===== config.mk =====
export PLATFORM = sky130hd
export DESIGN_NAME = ws_feeder4x4_flat
export DESIGN_NICKNAME = d
export VERILOG_FILES = /design/src/rtl/ws_pkg.sv /design/src/rtl/ws_feeder4x4_if.sv /design/src/rtl/ws_skew_line.sv /design/src/rtl/ws_feeder4x4.sv /design/src/flat_wrapper.sv
export SDC_FILE = /design/constraint.sdc
export NUM_CORES = 1
export LEC_CHECK = 0
export CAP_MARGIN = 20
export CORE_ASPECT_RATIO = 0.8
export CORE_MARGIN = 3
export CORE_UTILIZATION = 45
export CTS_CLUSTER_SIZE = 24
export DETAILED_ROUTE_END_ITERATION = 10
export PLACE_DENSITY = 0.77
export SLEW_MARGIN = 25
export SYNTH_ARGS = -nofsm -noshare
export SYNTH_HDL_FRONTEND = slang
export SYNTH_SLANG_ARGS = --single-unit

===== constraint.sdc =====
create_clock -name clk -period 2.2 [get_ports clk]
set_input_delay 0.55 -clock clk [delete_from_list [all_inputs] [get_ports clk]]
set_output_delay 0.55 -clock clk [all_outputs]
set_load 0.02 [all_outputs]

===== src/rtl/ws_pkg.sv =====
// Purpose: shared sizing, FSM states and weight-row helper for the 4x4 weight-stationary feeder.
// Latency: n/a (declarations only).
// Backpressure: n/a.
package ws_pkg;
  localparam int unsigned bit_width = 8;
  localparam int unsigned N         = 4;
  localparam int unsigned CNT_W     = 16;
  localparam int unsigned LOAD_CYC  = N;
  localparam int unsigned DRAIN_CYC = 3 * N - 1;
  localparam int unsigned LCNT_W    = $clog2(LOAD_CYC);
  localparam int unsigned DCNT_W    = $clog2(DRAIN_CYC);

  typedef enum logic [1:0] {IDLE, LOAD, STREAM, DRAIN} state_t;

  typedef logic [N*bit_width-1:0]   vec_t;
  typedef logic [N*N*bit_width-1:0] mat_t;

  // Row r of the weight matrix, column c in bits [c*bit_width +: bit_width].
  function automatic vec_t wt_row(input mat_t m, input int unsigned r);
    return m[r*N*bit_width +: N*bit_width];
  endfunction
endpackage


===== src/rtl/ws_feeder4x4_if.sv =====
// Purpose: bundle of the feeder's control, activation handshake and array-facing buses.
// Latency: n/a (wiring only).
// Backpressure: act_valid/act_ready handshake carried here; the feeder drives act_ready.
interface ws_feeder4x4_if;
  import ws_pkg::*;

  logic             start;
  logic [CNT_W-1:0] num_vecs;
  mat_t             wt_matrix;
  logic             act_valid;
  logic             act_ready;
  vec_t             act_vec;
  logic             control;
  vec_t             wt_col;
  vec_t             data_row;
  logic [N-1:0]     row_vld;
  logic             busy;
  logic             done;

  modport master (
    output start, num_vecs, wt_matrix, act_valid, act_vec,
    input  act_ready, control, wt_col, data_row, row_vld, busy, done
  );

  modport slave (
    input  start, num_vecs, wt_matrix, act_valid, act_vec,
    output act_ready, control, wt_col, data_row, row_vld, busy, done
  );
endinterface


===== src/rtl/ws_skew_line.sv =====
// Purpose: DEPTH-stage delay line of {vld, data} that skews one array row.
// Latency: DEPTH cycles from in_* to out_*.
// Backpressure: none; shifts every cycle.
module ws_skew_line #(
  parameter int unsigned bit_width = 8,
  parameter int unsigned DEPTH     = 1
) (
  input  logic                 clk,
  input  logic                 rst_n,
  input  logic                 in_vld,
  input  logic [bit_width-1:0] in_dat,
  output logic                 out_vld,
  output logic [bit_width-1:0] out_dat
);
  logic [bit_width:0] stage_q [DEPTH];

  // Shift one stage per cycle; reset empties the whole line.
  always_ff @(posedge clk) begin
    if (!rst_n) begin
      for (int i = 0; i < int'(DEPTH); i++) stage_q[i] <= '0;
    end else begin
      stage_q[0] <= {in_vld, in_dat};
      for (int i = 1; i < int'(DEPTH); i++) stage_q[i] <= stage_q[i-1];
    end
  end

  assign {out_vld, out_dat} = stage_q[DEPTH-1];
endmodule


===== src/rtl/ws_feeder4x4.sv =====
// Purpose: loads weights into the 4x4 WS array, streams skewed activation rows, then drains.
// Latency: N load cycles; activation a[r] reaches row r 1+r cycles after its handshake.
// Backpressure: act_ready is a registered STREAM flag, independent of act_valid.
module ws_feeder4x4
  import ws_pkg::*;
(
  input logic           clk,
  input logic           rst_n,
  ws_feeder4x4_if.slave bus
);
  state_t            state_q, state_d;
  logic [LCNT_W-1:0] load_cnt_q;
  logic [DCNT_W-1:0] drain_cnt_q;
  logic [CNT_W-1:0]  vec_cnt_q;
  logic [CNT_W-1:0]  num_vecs_q;
  mat_t              wt_q;
  logic              act_ready_q;
  logic              hs;
  logic              last_load;
  logic              last_drain;
  logic              last_vec;

  assign hs         = bus.act_valid & act_ready_q;
  assign last_load  = (load_cnt_q == LCNT_W'(LOAD_CYC - 1));
  assign last_drain = (drain_cnt_q == DCNT_W'(DRAIN_CYC - 1));
  // num_vecs_q is non-zero whenever STREAM is reachable, so the minus one cannot underflow there.
  assign last_vec   = hs && (vec_cnt_q == num_vecs_q - CNT_W'(1));

  // Next-state: start only counts in IDLE, so a start coinciding with done is dropped.
  always_comb begin
    state_d = state_q;
    case (state_q)
      IDLE:    if (bus.start) state_d = LOAD;
      LOAD:    if (last_load) state_d = (num_vecs_q != '0) ? STREAM : DRAIN;
      STREAM:  if (last_vec) state_d = DRAIN;
      DRAIN:   if (last_drain) state_d = IDLE;
      default: state_d = IDLE;
    endcase
  end

  // State register; act_ready is registered from the next state so it never sees act_valid.
  always_ff @(posedge clk) begin
    if (!rst_n) begin
      state_q     <= IDLE;
      act_ready_q <= 1'b0;
    end else begin
      state_q     <= state_d;
      act_ready_q <= (state_d == STREAM);
    end
  end

  // Phase counters and the operands latched with an accepted start.
  always_ff @(posedge clk) begin
    if (!rst_n) begin
      load_cnt_q  <= '0;
      drain_cnt_q <= '0;
      vec_cnt_q   <= '0;
      num_vecs_q  <= '0;
      wt_q        <= '0;
    end else begin
      load_cnt_q  <= (state_q == LOAD)  ? load_cnt_q + LCNT_W'(1)  : '0;
      drain_cnt_q <= (state_q == DRAIN) ? drain_cnt_q + DCNT_W'(1) : '0;
      if (state_q == IDLE)
        vec_cnt_q <= '0;
      else if (hs)
        vec_cnt_q <= vec_cnt_q + CNT_W'(1);
      if (state_q == IDLE && bus.start) begin
        num_vecs_q <= bus.num_vecs;
        wt_q       <= bus.wt_matrix;
      end
    end
  end

  // Status and weight-column outputs; the bottom weight row goes first so it shifts deepest.
  always_comb begin
    bus.control   = 1'b0;
    bus.wt_col    = '0;
    bus.act_ready = act_ready_q;
    bus.busy      = (state_q != IDLE);
    bus.done      = (state_q == DRAIN) && last_drain;
    if (state_q == LOAD) begin
      bus.control = 1'b1;
      bus.wt_col  = wt_row(wt_q, (N - 1) - 32'(load_cnt_q));
    end
  end

  // Row r is delayed r+1 cycles; cycles without a handshake inject a zero bubble.
  for (genvar r = 0; r < N; r++) begin : g_row
    logic [bit_width-1:0] lane;
    assign lane = hs ? bus.act_vec[r*bit_width +: bit_width] : '0;
    ws_skew_line #(.bit_width(bit_width), .DEPTH(r + 1)) u_skew (
      .clk     (clk),
      .rst_n   (rst_n),
      .in_vld  (hs),
      .in_dat  (lane),
      .out_vld (bus.row_vld[r]),
      .out_dat (bus.data_row[r*bit_width +: bit_width])
    );
  end
endmodule


===== src/flat_wrapper.sv =====
// flat-port wrapper written by rule: the top's interface ports become plain ports
module ws_feeder4x4_flat import ws_pkg::*;
  (clk, rst_n, bus_start, bus_num_vecs, bus_wt_matrix, bus_act_valid, bus_act_vec, bus_act_ready, bus_control, bus_wt_col, bus_data_row, bus_row_vld, bus_busy, bus_done);
  ws_feeder4x4_if bus_i ();
  input logic clk;
  input logic rst_n;
  input wire logic [$bits(bus_i.start)-1:0] bus_start;
  input wire logic [$bits(bus_i.num_vecs)-1:0] bus_num_vecs;
  input wire logic [$bits(bus_i.wt_matrix)-1:0] bus_wt_matrix;
  input wire logic [$bits(bus_i.act_valid)-1:0] bus_act_valid;
  input wire logic [$bits(bus_i.act_vec)-1:0] bus_act_vec;
  output wire logic [$bits(bus_i.act_ready)-1:0] bus_act_ready;
  output wire logic [$bits(bus_i.control)-1:0] bus_control;
  output wire logic [$bits(bus_i.wt_col)-1:0] bus_wt_col;
  output wire logic [$bits(bus_i.data_row)-1:0] bus_data_row;
  output wire logic [$bits(bus_i.row_vld)-1:0] bus_row_vld;
  output wire logic [$bits(bus_i.busy)-1:0] bus_busy;
  output wire logic [$bits(bus_i.done)-1:0] bus_done;
  assign bus_i.start = bus_start;
  assign bus_i.num_vecs = bus_num_vecs;
  assign bus_i.wt_matrix = bus_wt_matrix;
  assign bus_i.act_valid = bus_act_valid;
  assign bus_i.act_vec = bus_act_vec;
  assign bus_act_ready = bus_i.act_ready;
  assign bus_control = bus_i.control;
  assign bus_wt_col = bus_i.wt_col;
  assign bus_data_row = bus_i.data_row;
  assign bus_row_vld = bus_i.row_vld;
  assign bus_busy = bus_i.busy;
  assign bus_done = bus_i.done;
  ws_feeder4x4 u_core (.clk(clk), .rst_n(rst_n), .bus(bus_i));
endmodule

* Word-level counts from Yosys, hierarchy flattened
Memories as Yosys holds them, arrays and structs flattened.
Cells that the tools add are included.
** Operators by class
- Multiply operators :: 0
- Equality and inequality tests :: 7
- Magnitude comparators :: 0
- Div/mod/pow operators :: 0
- Shifts and indexed selects :: 1
- Bitwise logic cells :: 11
- Add/subtract/negate cells :: 5
- Muxes and demuxes :: 25
- Reductions and logical operators :: 10
** Operators with widths (number)
- indexed part select 128 x 33 -> 32 bit :: 1
- 2-to-1 mux 9 bit :: 10
- 2-to-1 mux 32 bit :: 1
- 2-to-1 mux 8 bit :: 4
- adder 16 x 1 -> 16 bit (second input constant) :: 1
- == test 16 bit :: 1
- nonzero test 16 bit :: 1
- subtractor 16 x 1 -> 16 bit (second input constant) :: 1
- bitwise OR 1 bit :: 9
- OR reduction 9 bit :: 1
- == test 2 bit (second input constant) :: 4
- 2-to-1 mux 2 bit :: 4
- case mux 2 bit (4 select lines) :: 1
- 2-to-1 mux 1 bit :: 5
- adder 4 x 1 -> 4 bit (second input constant) :: 1
- == test 4 bit (second input constant) :: 1
- AND reduction 2 bit :: 2
- logical AND 1 bit :: 3
- subtractor 2 x 2 -> 3 bit (first input constant) :: 1
- adder 2 x 1 -> 2 bit (second input constant) :: 1
- == test 2 x 1 -> 1 bit (second input constant) :: 1
- logical NOT 2 bit :: 1
- nonzero test 2 bit :: 1
- OR reduction 2 bit :: 1
- other kinds (2) :: 2
** Word-level totals
- Logic and storage cells :: 70
- Bits in latches :: 0
- RAM bits :: 90
- Memories :: 4
- Bits in registers :: 169
- ROM bits :: 0
- Input port bits :: 180
- Output and inout port bits :: 72
** Memory list
- u_core.g_row[3].u_skew.stage_q :: depth 4, bits a word 9, rd ports 4, clocked after Yosys merged registers in 0, wr ports 4, line ws_skew_line.sv:15 : logic [bit_width:0] stage_q [DEPTH];
- u_core.g_row[2].u_skew.stage_q :: depth 3, bits a word 9, rd ports 3, clocked after Yosys merged registers in 0, wr ports 3, line ws_skew_line.sv:15
- u_core.g_row[1].u_skew.stage_q :: depth 2, bits a word 9, rd ports 2, clocked after Yosys merged registers in 0, wr ports 2, line ws_skew_line.sv:15
- u_core.g_row[0].u_skew.stage_q :: depth 1, bits a word 9, rd ports 1, clocked after Yosys merged registers in 0, wr ports 1, line ws_skew_line.sv:15

* Depth between registers and ports, before layout
- Depth in word-level cells :: 6
- Depth in mapped cells :: 9
- Depth with buffers taken out :: 8

* By module
From an unflattened synthesis, not the netlist that was laid out.
** Second synthesis, totals
- Cell total of the unflattened synthesis :: 1130
- Area, all modules :: 10628.9 µm²
** Modules (own cells, without submodules)
- ws_feeder4x4 :: area each 8006.4 µm², sequential area each 3383.2 µm², cells each 928, instances 1
- ws_skew_line (u_core.g_row[3].u_skew) :: area each 1006.0 µm², sequential area each 720.7 µm², cells each 75, instances 1
- ws_skew_line (u_core.g_row[2].u_skew) :: area each 818.3 µm², sequential area each 540.5 µm², cells each 64, instances 1
- ws_skew_line (u_core.g_row[1].u_skew) :: area each 561.8 µm², sequential area each 360.3 µm², cells each 45, instances 1
- ws_skew_line (u_core.g_row[0].u_skew) :: area each 236.5 µm², sequential area each 180.2 µm², cells each 18, instances 1

* Worst setup path after synthesis
OpenSTA, ideal clock, no wires.
- Path kind :: reg-to-output
- Start :: register u_core.load_cnt_q[1]
- End :: output bus_wt_col[10]
- Required time :: 1.650 ns
- Arrival :: 1.579 ns
- Cell stages (with the launch flop) :: 5
- Path slack :: 0.071 ns
- Buffers on the path :: 2
- Cell sequence :: dfxtp_1 -> clkbuf_1 -> buf_2 -> mux4_2 -> and2_1
** On the way
- Cells in the longest elaborated chain, start to end :: 3
** Ends and longest elaborated chain
- from (decl) :: line ws_feeder4x4.sv:12 : logic [LCNT_W-1:0] load_cnt_q;
- from (signal assigned) :: line ws_feeder4x4.sv:61 : load_cnt_q <= (state_q == LOAD) ? load_cnt_q + LCNT_W'(1) : '0;
- subtractor 2 x 2 -> 3 bit :: line ws_feeder4x4.sv:83 : bus.wt_col = wt_row(wt_q, (N - 1) - 32'(load_cnt_q));
- indexed part select 128 x 33 -> 32 bit :: line ws_pkg.sv:20 : return m[r*N*bit_width +: N*bit_width];
- 2-to-1 mux 32 bit :: line ws_feeder4x4.sv:81 : if (state_q == LOAD) begin
- to (decl) :: line flat_wrapper.sv:14 : output wire logic [$bits(bus_i.wt_col)-1:0] bus_wt_col;
Every way passes these cells.

* Worst setup path after layout
- Start :: register u_core.load_cnt_q[1]
- End :: output bus_wt_col[16]
The elaborated chain is that of the path after synthesis.

==> results by group <==
Run status
  – Outcome: finished, violations left
  – Failing checks: negative setup slack

CTS
  – Clock Pin Slew Worst Setup and Hold Paths: 0.06 ns
  – Hold buffer count at cts: 0
  – Total CTS buffers: 25
  – CTS Sinks: 253
  – Clock Tree Root: clkbuf_16
  – Worst-Skew Late Latency: 0.52 ns
  – H-tree depth: 1
  – TritonCTS clock tree: done
  – CTS max path bufs: 3

Worst setup path
  – WP data arrival: 1.96 ns
  – Crit path from: u_core.load_cnt_q[1]
  – Critical Path Slowest Stage Cell: mux4_2
  – Worst r2r src: u_core.num_vecs_q[0]
  – Worst R2R End: u_core.bus.act_ready
  – Worst reg-to-reg path cell count: 8
  – Crit path largest cell delay: 0.51 ns
  – Setup crit end kind: output pin
  – WP data required: 1.65 ns
  – Reg-to-reg slack, setup: 0.12 ns
  – CP cell instances: buf_12 -> buf_12 -> mux4_2 -> and2_4 -> buf_6
  – Critical path launch point type: register
  – Crit-path most repeated cell: buf_12
  – Worst Path Max Fanout: 7
  – Crit Path Class: register to output pin

Route
  – Avg Vias per Cell: 5.02
  – Final WL: 26.9 mm
  – Antenna Violating Nets Remaining: 0
  – Initial drt markers: 626
  – DR WL/cell: 16.3 µm
  – Via count: 8292
  – Number of remaining DRC errors: 0
  – DRT Pass-1 Iters: 5

Power and ir drop
  – Max VDD drop: 625 µV
  – Clock share of power: 37.9%
  – Pwr per Cell Area: 784 nW/µm²
  – Internal power: 8.35 mW
  – Leakage power: 5.46 nW
  – Part of the power in registers: 44.7%
  – Combinational power share: 17.3%
  – Sw power: 2.84 mW
  – Sw Share: 25.4%

STA
  – Max frequency: 399 MHz
  – Setup ws final: -0.306 ns
  – Slew Limit Fails: 0
  – Hold violation total from the final report: 0
  – Final setup viols: 32
  – Post-Route Skew: 0.00500 ns
  – Crit share post-route: 114%
  – Worst Tran Pin Value: 0.565 ns
  – Min Clock Period, post-route: 2.51 ns
  – Slew HR: 62.2%
  – RSZ-0062 raised after global routing: true

Yosys
  – Most frequently used flop master after synthesis: dfxtp_1
  – Post-synth EDFFs: 0
  – Avg Cell Area, Syn: 9.30 µm²
  – Post-synthesis sequential area ratio: 48.9%
  – Synth Register Bits: 253
  – Yosys cell types: 52
  – Synth warn: 0
  – FFs w/ async S/R, synth: 0%
  – Synth top area share: 48.9%
  – Post-Syn Instances: 1113
  – Synth area leaders: dfxtp_1 (49%), nand2_1 (11%), a21boi_0 (10%)
  – Netlist Area Pre-Place: 10400 µm²
  – Cell taking the most area after synthesis: dfxtp_1
  – Syn_nets: 1298

Global routing
  – First-pass GRT wire length: 42.7 mm
  – Total gr overflow: 0
  – All-layer global routing usage: 21.0%
  – Largest net degree at the start of global routing: 110
  – Initial antenna violation count: 1
  – Vias in the first global route: 8117

Die
  – Row Count: 48
  – Initial Util: 46.8%
  – Chip Height: 142 µm
  – Core area: 22100 µm²
  – Die width: 176 µm
  – Die area: 24900 µm²
  – Ports: 252

Cells and area
  – Share of layout cells above drive strength 1: 14.4%
  – Design area: 14300 µm²
  – N_diodes: 0
  – Area Overhead vs Synth: 37.9%
  – # nets final: 1520

Placed design
  – Setup WS pre-CTS: -0.175 ns
  – RD Place Congestion: 0.840
  – DP HPWL: 18.1 mm
  – IO buf count: 251
  – Area after DPL: 13200 µm²

Hold path
  – HP Start: u_core.g_row[2].u_skew.stage_q[0][11]
  – Hold path cells: 1
  – Worst Hold Class: register to register
  – Hold EP: u_core.g_row[2].u_skew.stage_q[0][20]

Run
  – Max cap viols: 0
power groups by stage:
stage	sequential [mW]	clock, mW	combinational [mW]
finish	5.01	4.24	1.94
global route	5.03	4.54	2.12
CTS	5.00	4.35	1.90
detailed placement	5.10	0	1.85
global placement	5.09	0	1.82
floorplan	5.05	0	1.06
registers in the layout, indices dropped and copies added (netlist names):
signal                       flops
u_core.bus.act_ready             1
u_core.drain_cnt_q               4
u_core.g_row.u_skew.stage_q     84
u_core.load_cnt_q                2
u_core.num_vecs_q               16
u_core.state_q                   2
u_core.vec_cnt_q                16
u_core.wt_q                    128
synth_stat cells, drive strengths merged (9+ instances only):
cell type and n:
nand2 302, o21ai 10, nor2 29, and3 9
clkbuf 59, nand3 10, buf 39, xnor2 14
dfxtp 253, and2 118, xor2 20, a21boi 145
mux4 32
worst max path at each step:
stage / cells past startpoint / slack (ns) / to
3_5_place_dp: 4 / -0.17 / bus_wt_col[4]
4_1_cts: 6 / -0.40 / bus_wt_col[14]
6_report: 5 / -0.31 / bus_wt_col[16]
5_1_grt: 5 / -0.36 / bus_wt_col[10]
3_3_place_gp: 4 / -0.15 / bus_wt_col[0]
2_1_floorplan: 4 / 0.07 / bus_wt_col[10]
layout make-up:
| cell class | count | area [µm²] |
|---|---|---|
| sequential | 253 | 5070 |
| multi-input combinational | 757 | 4910 |
| clock inverter | 6 | 83.8 |
| timing repair buffer | 293 | 3090 |
| fill | 1831 | 7830 |
| clock buffer | 37 | 731 |
| inverter | 5 | 18.8 |
| tap | 300 | 375 |
critical path: cells and delay by family, from the launching register on:
kind                   cells  cell delay, ns
AND/OR/NAND/NOR            1            0.16
flip-flops                 1            0.38
buffers and inverters      3            0.38
multiplexers               1            0.51
cells by family after synthesis:
group                    count (synthesis)  synth area share [%]
AO/OA/AOI/OAI                          175                  12.5
XOR/XNOR                                34                  2.88
adder cells (fa/ha/maj)                  5                 0.604
buffers and inverters                  103                  4.64
flip-flops                             253                  48.9
multiplexers                            33                  7.06
AND/OR/NAND/NOR                        510                  23.4
stage by stage:
stage / utilization, % / cells / TNS (ns) / power, mW / hold WS [ns]
CTS: 64.4 / 1651 / -10.59 / 11.2 / 0.431
global route: 64.6 / 1651 / -10.33 / 11.7 / 0.441
finish: 64.6 / 1651 / -8.37 / 11.2 / 0.428
global placement: 59.7 / 1598 / -3.69 / 6.91 / 0.413
floorplan: - / 1113 / 0 / 6.11 / 0.412
detailed placement: 59.7 / 1598 / -4.37 / 6.95 / 0.417
placed cells by master, fill, tap and decap left out, types with 3 or more instances in the layout:
| master | synthesis | routed |
|---|---|---|
| a21boi_0 | 144 | 144 |
| a21oi_1 | 7 | 7 |
| a31oi_1 | 3 | 3 |
| and2_1 | 118 | 87 |
| and2_4 | 0 | 31 |
| and3_1 | 9 | 9 |
| buf_12 | 0 | 16 |
| buf_2 | 9 | 3 |
| buf_4 | 20 | 21 |
| buf_6 | 1 | 35 |
| clkbuf_1 | 59 | 6 |
| clkbuf_16 | 0 | 26 |
| clkbuf_8 | 0 | 6 |
| clkdlybuf4s50_1 | 0 | 215 |
| clkinv_2 | 0 | 3 |
| dfxtp_1 | 253 | 251 |
| ha_1 | 5 | 4 |
| inv_1 | 5 | 4 |
| mux4_2 | 32 | 32 |
| nand2_1 | 302 | 301 |
| nand3_1 | 10 | 10 |
| nand4_1 | 7 | 7 |
| nor2_1 | 29 | 29 |
| nor3_1 | 5 | 4 |
| nor4_1 | 4 | 4 |
| o21ai_0 | 9 | 9 |
| or3_1 | 8 | 8 |
| xnor2_1 | 14 | 14 |
| xor2_1 | 20 | 20 |
routing by layer:
metal / vias up / track usage, % / share of wire (%)
met1: 3942 / 28.0 / 44
met3: 30 / 5.83 / 7.4
met4: 2 / 4.04 / 1.4
met2: 224 / 34.5 / 47
met5: - / 0 / 0.033
li1: 4094 / - / -
timing repair:
item	4_1_cts	5_1_grt
hold endpoints to repair	0	0
buffers inserted	8	1
cloned	2	1
setup endpoints to repair	35	36
resized for setup	217	27
pin swaps	1	28
Power figures use the tool's default switching activity.
